## src/rtl/axi_write_response_tracker_pkg.sv

```systemverilog
// Shared definitions for the stream-to-AXI write path: BRESP codes, tracker FSM
// encodings and the burst length agreed with the adapter.
package axi_write_response_tracker_pkg;

    // The adapter issues AxLEN = AXI_BEATS_PER_BURST-1 on every burst.
    localparam int AXI_BEATS_PER_BURST = 16;

    localparam logic [1:0] RESP_OKAY   = 2'b00;
    localparam logic [1:0] RESP_EXOKAY = 2'b01;
    localparam logic [1:0] RESP_SLVERR = 2'b10;
    localparam logic [1:0] RESP_DECERR = 2'b11;

    localparam logic [1:0] ST_IDLE   = 2'd0;
    localparam logic [1:0] ST_ACTIVE = 2'd1;
    localparam logic [1:0] ST_DONE   = 2'd2;

    // SLVERR and DECERR both have bit 1 set; EXOKAY counts as success.
    function automatic logic resp_is_error(input logic [1:0] resp);
        return resp[1];
    endfunction

endpackage

```

## src/rtl/axi_outstanding_counter.sv

```systemverilog
// Up/down count of bursts accepted on AW but not yet acknowledged on B, with a
// flag raised once the configured limit is reached.
module axi_outstanding_counter #(
    parameter int WIDTH = 4,
    parameter int LIMIT = 8
) (
    input  logic i_aclk,
    input  logic i_resetn,
    input  logic i_clear,
    input  logic i_inc,
    input  logic i_dec,
    output logic o_at_limit
);

    logic [WIDTH-1:0] r_count;

    // NOTE: sequential state uses non-blocking assignments so every register samples pre-edge values.
    always_ff @(posedge i_aclk) begin
        if (!i_resetn || i_clear) begin
            r_count <= '0;
        end else if (i_inc && !i_dec) begin
            r_count <= r_count + 1'b1;
        end else if (i_dec && !i_inc) begin
            r_count <= r_count - 1'b1;
        end
    end

    assign o_at_limit = (r_count >= WIDTH'(LIMIT));

endmodule

```

## src/rtl/axi_write_response_tracker.sv

```systemverilog
// Tracks AW bursts against B responses for one transfer and gates AW to a bounded
// outstanding depth. Optional BID checking: define AXI_WRITE_RESPONSE_TRACKER_ID_CHECK_EN.
module axi_write_response_tracker
    import axi_write_response_tracker_pkg::*;
#(
    parameter int ADDR_WIDTH      = 32,
    parameter int ID_WIDTH        = 8,
    parameter int BEATS_PER_BURST = AXI_BEATS_PER_BURST,
    parameter int MAX_OUTSTANDING = 8,
    parameter int EXPECTED_ID     = 0
) (
    input  logic                  aclk,
    input  logic                  resetn,
    input  logic                  s_cmd_valid,
    input  logic [ADDR_WIDTH-1:0] s_cmd_beats,
    output logic                  s_cmd_ready,
    input  logic                  s_awvalid,
    output logic                  s_awready,
    output logic                  m_awvalid,
    input  logic                  m_awready,
    input  logic [ID_WIDTH-1:0]   m_bid,
    input  logic [1:0]            m_bresp,
    input  logic                  m_bvalid,
    output logic                  m_bready,
    output logic                  done,
    output logic                  error,
    output logic [1:0]            errorResp,
    output logic                  busy
);

    localparam int CNT_W = ADDR_WIDTH + 1;
    localparam int SHIFT = $clog2(BEATS_PER_BURST);
    localparam int OUT_W = $clog2(MAX_OUTSTANDING + 1);

    logic [1:0]       r_state;
    logic [CNT_W-1:0] r_total;
    logic [CNT_W-1:0] r_issued;
    logic [CNT_W-1:0] r_received;
    logic             r_error;
    logic [1:0]       r_error_resp;

    logic             w_active;
    logic             w_cmd_fire;
    logic             w_at_limit;
    logic             w_aw_gate;
    logic             w_aw_fire;
    logic             w_b_fire;
    logic             w_resp_err;
    logic             w_id_err;
    logic [CNT_W-1:0] w_total_calc;
    logic [CNT_W-1:0] w_received_next;

    // One extra bit so a max-length beat count rounds up without wrapping.
    assign w_total_calc = ({1'b0, s_cmd_beats} + CNT_W'(BEATS_PER_BURST - 1)) >> SHIFT;

    assign w_active    = (r_state == ST_ACTIVE);
    // NOTE: gated by resetn so the command port reads not-ready for the whole reset window.
    assign s_cmd_ready = resetn && (r_state == ST_IDLE);
    assign w_cmd_fire  = s_cmd_valid && s_cmd_ready;

    assign w_aw_gate = w_active && !w_at_limit && (r_issued < r_total);
    assign m_awvalid = s_awvalid && w_aw_gate;
    assign s_awready = m_awready && w_aw_gate;
    assign w_aw_fire = s_awvalid && m_awready && w_aw_gate;

    assign m_bready        = w_active && (r_received < r_total);
    assign w_b_fire        = m_bvalid && m_bready;
    assign w_received_next = r_received + CNT_W'(w_b_fire);
    assign w_resp_err      = w_b_fire && resp_is_error(m_bresp);

`ifdef AXI_WRITE_RESPONSE_TRACKER_ID_CHECK_EN
    assign w_id_err = w_b_fire && (m_bid != ID_WIDTH'(EXPECTED_ID));
`else
    logic w_unused_bid;
    assign w_unused_bid = ^m_bid;
    assign w_id_err     = 1'b0;
`endif

    axi_outstanding_counter #(
        .WIDTH (OUT_W),
        .LIMIT (MAX_OUTSTANDING)
    ) u_outstanding (
        .i_aclk     (aclk),
        .i_resetn   (resetn),
        .i_clear    (w_cmd_fire),
        .i_inc      (w_aw_fire),
        .i_dec      (w_b_fire),
        .o_at_limit (w_at_limit)
    );

    always_ff @(posedge aclk) begin
        if (!resetn) begin
            r_state      <= ST_IDLE;
            r_total      <= '0;
            r_issued     <= '0;
            r_received   <= '0;
            r_error      <= 1'b0;
            r_error_resp <= RESP_OKAY;
        end else begin
            case (r_state)
                ST_IDLE: begin
                    if (w_cmd_fire) begin
                        r_total      <= w_total_calc;
                        r_issued     <= '0;
                        r_received   <= '0;
                        r_error      <= 1'b0;
                        r_error_resp <= RESP_OKAY;
                        r_state      <= ST_ACTIVE;
                    end
                end
                ST_ACTIVE: begin
                    if (w_aw_fire) r_issued <= r_issued + 1'b1;
                    if (w_b_fire) r_received <= w_received_next;
                    if (w_resp_err || w_id_err) r_error <= 1'b0 | 1'b1;
                    // An ID-only error leaves errorResp at OKAY until a real BRESP error arrives.
                    if (w_resp_err && !r_error_resp[1]) r_error_resp <= m_bresp;
                    if (w_received_next == r_total) r_state <= ST_DONE;
                end
                ST_DONE:  r_state <= ST_IDLE;
                default:  r_state <= ST_IDLE;
            endcase
        end
    end

    assign done      = (r_state == ST_DONE);
    assign busy      = (r_state != ST_IDLE);
    assign error     = r_error;
    assign errorResp = r_error_resp;

endmodule

```

## config.mk

```make
export PLATFORM = sky130hd
export DESIGN_NAME = axi_write_response_tracker
export DESIGN_NICKNAME = d
export VERILOG_FILES = /design/src/rtl/axi_write_response_tracker_pkg.sv /design/src/rtl/axi_outstanding_counter.sv /design/src/rtl/axi_write_response_tracker.sv
export SDC_FILE = /design/constraint.sdc
export NUM_CORES = 1
export LEC_CHECK = 0
export BUFFER_PORTS_ARGS = -buffer_cell sky130_fd_sc_hd__buf_4
export CORE_UTILIZATION = 32
export DETAILED_ROUTE_END_ITERATION = 12
export GPL_ROUTABILITY_DRIVEN = 0
export HOLD_SLACK_MARGIN = 0.02
export PLACE_DENSITY = 0.5
export SLEW_MARGIN = 10
export SYNTH_ARGS = -nofsm -noshare
export SYNTH_HDL_FRONTEND = slang
export SYNTH_SLANG_ARGS = --single-unit
```

## constraint.sdc

```tcl
create_clock -name aclk -period 4.6 [get_ports aclk]
set_input_delay 0.92 -clock aclk [delete_from_list [all_inputs] [get_ports aclk]]
set_output_delay 0.92 -clock aclk [all_outputs]
set_load 0.005 [all_outputs]
```

After elaboration in Yosys (flattened, before gate mapping)
Index checks and enable logic that the tools add are counted.

Mux-type cells: 16. Add/sub/neg operators: 5. Equal/unequal tests: 9. Order comparisons: 3. Reductions and logical operators: 30.

Operators by type and width (number): 33-bit one-hot mux with 2 select lines (2); 33-bit 2-to-1 mux (3); 33-bit by 29-bit less-than comparator with 1-bit output (2); 32-bit by 4-bit adder with 33-bit output, second input constant (1); 33-bit by 1-bit adder with 33-bit output (1); 33-bit by 1-bit adder with 33-bit output, second input constant (1); 33-bit by 29-bit equality test with 1-bit output (1); 1-bit logical AND (14); 2-bit by 1-bit inequality test with 1-bit output, second input constant (6); 3-bit AND reduction (4); 2-bit 2-to-1 mux (4); 4-bit 2-to-1 mux (2); 2-bit one-hot mux with 2 select lines (2); 2-bit nonzero test (3); 1-bit logical NOT (5); 4-bit by 1-bit adder with 4-bit output, second input constant (1); 4-bit >= comparator, second input constant (1); 2-bit AND reduction (2); 4-bit by 1-bit subtractor with 4-bit output, second input constant (1); 2-bit by 1-bit equality test with 1-bit output, second input constant (1); 2-bit equality test, second input constant (1); 2-bit logical NOT (1); 1-bit 2-to-1 mux (2); 1-bit one-hot mux with 2 select lines (1); 1-bit logical OR (1).

Input port bits: 48. Word-level logic and storage cells: 70. Register bits after elaboration: 104. Output and inout bits: 9.

Logic depth before layout (Yosys ltp)
Word-level depth: 9. Mapped depth: 17. Gate-level depth less buffers: 16.

Modules after synthesis
From an unflattened synthesis, not the netlist that was laid out.

Cells, all modules: 963. Area total of the unflattened synthesis: 7513.5 µm².

Modules (own cells, without submodules): axi_write_response_tracker (area each 7257.0 µm², cells an instance 933, instances 1); axi_outstanding_counter (area each 256.5 µm², cells an instance 30, instances 1).

Least setup slack after synthesis
No wires, ideal clock.

Kind: register to register. From: reg r_total[10]. To: reg r_state[0]. Data required time: 4463 ps. Setup time: 137 ps. Path slack: 617 ps. Period minus slack after synthesis: 3983 ps. Cell stages (with the launch flop): 17. Data arrival time: 3846 ps. Cells stage by stage: dfxtp_1 -> inv_1 -> ha_1 -> a21o_1 -> a21o_1 -> a2111oi_2 -> a211oi_2 -> nor3b_1 -> ha_1 -> ha_1 -> nand3_1 -> nor4_4 -> nand4_1 -> a211oi_1 -> o2111ai_1 -> nor4_1 -> a22oi_1.

Word-level cells in the longest chain between the ends: 7.

Ends and longest elaborated chain: start, declared (line axi_write_response_tracker.sv:36) `logic [CNT_W-1:0] r_total;`; start signal, assigned (line axi_write_response_tracker.sv:103) `r_total <= w_total_calc;`; 33-bit by 29-bit less-than comparator with 1-bit output (line axi_write_response_tracker.sv:66) `assign m_bready = w_active && (r_received < r_total);`; 1-bit logical AND (line axi_write_response_tracker.sv:66); 1-bit logical AND (line axi_write_response_tracker.sv:67) `assign w_b_fire = m_bvalid && m_bready;`; 33-bit by 1-bit adder with 33-bit output (line axi_write_response_tracker.sv:68) `assign w_received_next = r_received + CNT_W'(w_b_fire);`; 33-bit by 29-bit equality test with 1-bit output (*) (line axi_write_response_tracker.sv:117) `if (w_received_next == r_total) r_state <= ST_DONE;`; 2-bit by 1-bit inequality test with 1-bit output (no source line) (*); 2-bit AND reduction (no source line) (*); end signal, assigned (line axi_write_response_tracker.sv:117); end signal, assigned (line axi_write_response_tracker.sv:119) `ST_DONE: r_state <= ST_IDLE;`; end signal, assigned (line axi_write_response_tracker.sv:120) `default: r_state <= ST_IDLE;`; end, declared (line axi_write_response_tracker.sv:35) `logic [1:0] r_state;`.

Every way passes the cells marked *; elsewhere a longest branch is shown, timed or not. A chain may end at the register's enable or synchronous reset.

Final worst setup path
From: reg r_total[27]. To: reg r_state[0].

Same word-level chain as after synthesis.

==> results.ini <==
[logic_synthesis]
synth_fp_nets=1065
ys_seq_area_share_pct=27.1
synth_edf_count=0
ys.flop_type=dfxtp_1
syn_area_per_cell_sq_um=8.06
ys_ff_latch=104
async_reset_ff_share_pct=0
synth_area_sq_mm=0.00769
synth_cells=954
yosys.cell_types.count=71
yosysWarningCount=0

[sta]
fmax_ghz=0.235
worst_pin_slew_ps=1000
drv_slew=0
period_needed_ps=4250
finalCritPeriodShare_pct=92.4
max_slew_margin_pct=33.1
hold_viol=0
setup_viol=0
rsz0062_at_grt=false
final.setup.tns_ps=0
fin_worst_skew_ps=8.92

[route]
via_per_inst=5.50
drcViolationCount=0
wl_per_cell_microns=18.8
wirelength_microns=25200
postRouteAntennaNets=0
vias=7348
dr.pass1.iters=5
drt_first_iter_violations=415

[critical_path]
arrival_ps=4470
ff2ff_path_depth=16
endpoint_kind=flip-flop
worstSetupPathType=reg2reg
path_cells=inv_1 > ha_1 > nand4_1 > nor4_1 > buf_4 > nand4_1 > a211oi_4 > nor3b_2 > ha_1 > ha_1 > xnor2_1 > o211ai_1 > nor4_1 > nand3_1 > nor4_1 > a22oi_1
worst_path_max_delay_cell=dfxtp_1
worstPathMaxFanout=4
crit_family=simple AND/OR/NAND/NOR gates
rr_endpoint=r_state[0]$_SDFFE_PN0P_
cp_num_buf_inv=2
crit_required_ps=4820
max_stage_delay_ps=400
reg2reg_from=r_total[27]$_SDFFE_PN0P_
start_kind=flip-flop
r2r_slack_ps=350

[power_and_ir_drop]
p_leak_nw=3.70
peakVddDrop_mv=0.137
p_per_area_mw_per_mm2=245
power_mw=2.20

[global_routing]
grt_pass1_vias=6886
grt_pass1_wl_microns=39600
antenna_found_initial=0
grt-ovfl-total=0
track_usage_pct=21.1
grt_max_degree=43

[min_path]
worst_hold_path.endpoint=r_issued[29]$_SDFFE_PN0P_
hold_depth=2
hold_path_startpoint=r_issued[29]$_SDFFE_PN0P_
hold_path.class=reg2reg

[die]
die_height_microns=157
coreArea_sq_mm=0.0235
rows=56
die-width_microns=157
ios=57
initial_core_util_pct=32.7
die_area_sq_mm=0.0247

[job]
drv_cap=0

[final_layout]
fin_area_sq_mm=0.00897
fin_cells=1337
syn_to_final_growth_pct=16.6
n_antenna_cell=0
final_nets=1125
drive_gt1_share_pct=13.9

[cts]
cts_buffer_depth=2
numCtsBuffers=9
clock_sinks=104
insertion_delay_ps=370
root_buffer=clkbuf_16
clk_pin_slew_worst_paths_ps=70
cts_tree=done
htreeDepth=3

[place]
dpl_cell_area_sq_mm=0.00865
portBuffers=48
hpwl_microns=19200
dp_cells=1321

[run_status]
status=finished clean

[stage by stage]
| step | utilization (%) | hold WS, ps | setup slack (ps) |
|---|---|---|---|
| final | 38.1 | 444 | 350 |
| after global routing | 38.1 | 461 | 6.20 |
| after CTS | 38.0 | 445 | 87.0 |
| after detailed placement | 36.8 | 434 | 103 |
| after global placement | 36.8 | 433 | 184 |
| after floorplan | - | 422 | 617 |
[power by group]
part	total [mW]	internal (mW)	switching, mW	leakage, nW
Sequential	0.957	0.928	0.0286	0.845
Clock	0.801	0.434	0.367	0.139
Combinational	0.444	0.175	0.268	2.71
[final cells by class]
class | instances | area [sq um]
Tap cell | 319 | 399
Inverter | 48 | 180
Sequential cell | 104 | 2080
Clock buffer | 12 | 246
Timing Repair Buffer | 104 | 806
Clock inverter | 3 | 42.5
Fill cell | 2489 | 14600
Multi-Input combinational cell | 747 | 5210
[cell families (layout without fill, tap and decap cells)]
| group | after synthesis | after routing | synth area share (%) |
|---|---|---|---|
| AOI/OAI and AO/OA | 222 | 222 | 19.6 |
| xor gates and xnor gates | 70 | 70 | 7.97 |
| adders and majority gates | 63 | 63 | 10.3 |
| buffers and inverters | 103 | 167 | 5.55 |
| DFF | 104 | 104 | 27.1 |
| muxes | 26 | 26 | 3.40 |
| and+or+nand+nor | 366 | 366 | 26.0 |
[tightest hold or removal path: stages (launching register included)]
cell and delay [ps]:
dfxtp_1 310, inv_1 40, a21oi_1 50
[worst max path at each step]
stage / endpoint / slack, ps / depth (start not counted) / from
finish: r_state[0]$_SDFFE_PN0P_ / 350 / 16 / r_total[27]$_SDFFE_PN0P_
global route: r_state[0]$_SDFFE_PN0P_ / 6 / 18 / r_total[27]$_SDFFE_PN0P_
CTS: r_state[0]$_SDFFE_PN0P_ / 90 / 15 / r_total[8]$_SDFFE_PN0P_
detailed placement: r_state[0]$_SDFFE_PN0P_ / 100 / 15 / r_total[8]$_SDFFE_PN0P_
global placement: r_state[0]$_SDFFE_PN0P_ / 180 / 15 / r_total[8]$_SDFFE_PN0P_
floorplan: r_state[0]$_SDFFE_PN0P_ / 620 / 16 / r_total[10]$_SDFFE_PN0P_
[sequential cells by signal, summed over array words and instances (netlist names)]
name                   count
r_state                    2
u_outstanding.r_count      4
errorResp                  2
error                      1
r_total                   29
r_received                33
r_issued                  33
[synth_stat cells (14+ instances only)]
cell	n	share of area, %
nor2_1	60	2.9
nor4_1	15	1.2
a31oi_1	24	2.0
o21ai_0	31	2.0
clkbuf_1	41	2.0
or3_1	24	2.0
o2111ai_1	15	1.7
nand3_1	33	2.1
nor3_1	14	0.91
inv_1	47	2.3
ha_1	62	10
nand4_1	41	3.3
xnor2_1	51	5.8
xor2_1	19	2.2
and4_1	16	1.8
and3_1	39	3.2
mux2i_1	25	3.3
dfxtp_1	104	27
a21oi_1	52	3.4
o31ai_1	18	1.8
nand2_1	76	3.7
[cell usage in the layout (no fill, tap or decap), types with 25 or more instances in the layout]
cell and instances:
ha_1 62, nand3_1 33, inv_1 47, buf_4 102, nand4_1 41, o21ai_0 31
mux2i_1 25, xnor2_1 51, nor2_1 58, a21oi_1 52, dfxtp_1 103, nand2_1 76
and3_1 39
[layer usage]
metal	GRT usage (%)	share of wire (%)	up-vias
met5	0	0	-
met4	6.24	2.0	0
met3	3.06	3.6	31
met2	33.8	45	149
met1	29.2	50	3496
li1	-	-	3672
[repair_timing]
item	in CTS	in global routing
buffers inserted	0	1
hold buffers	0	0
gates resized for setup	0	4
setup endpoints to repair	0	2
Power figures use the tool's default switching activity.
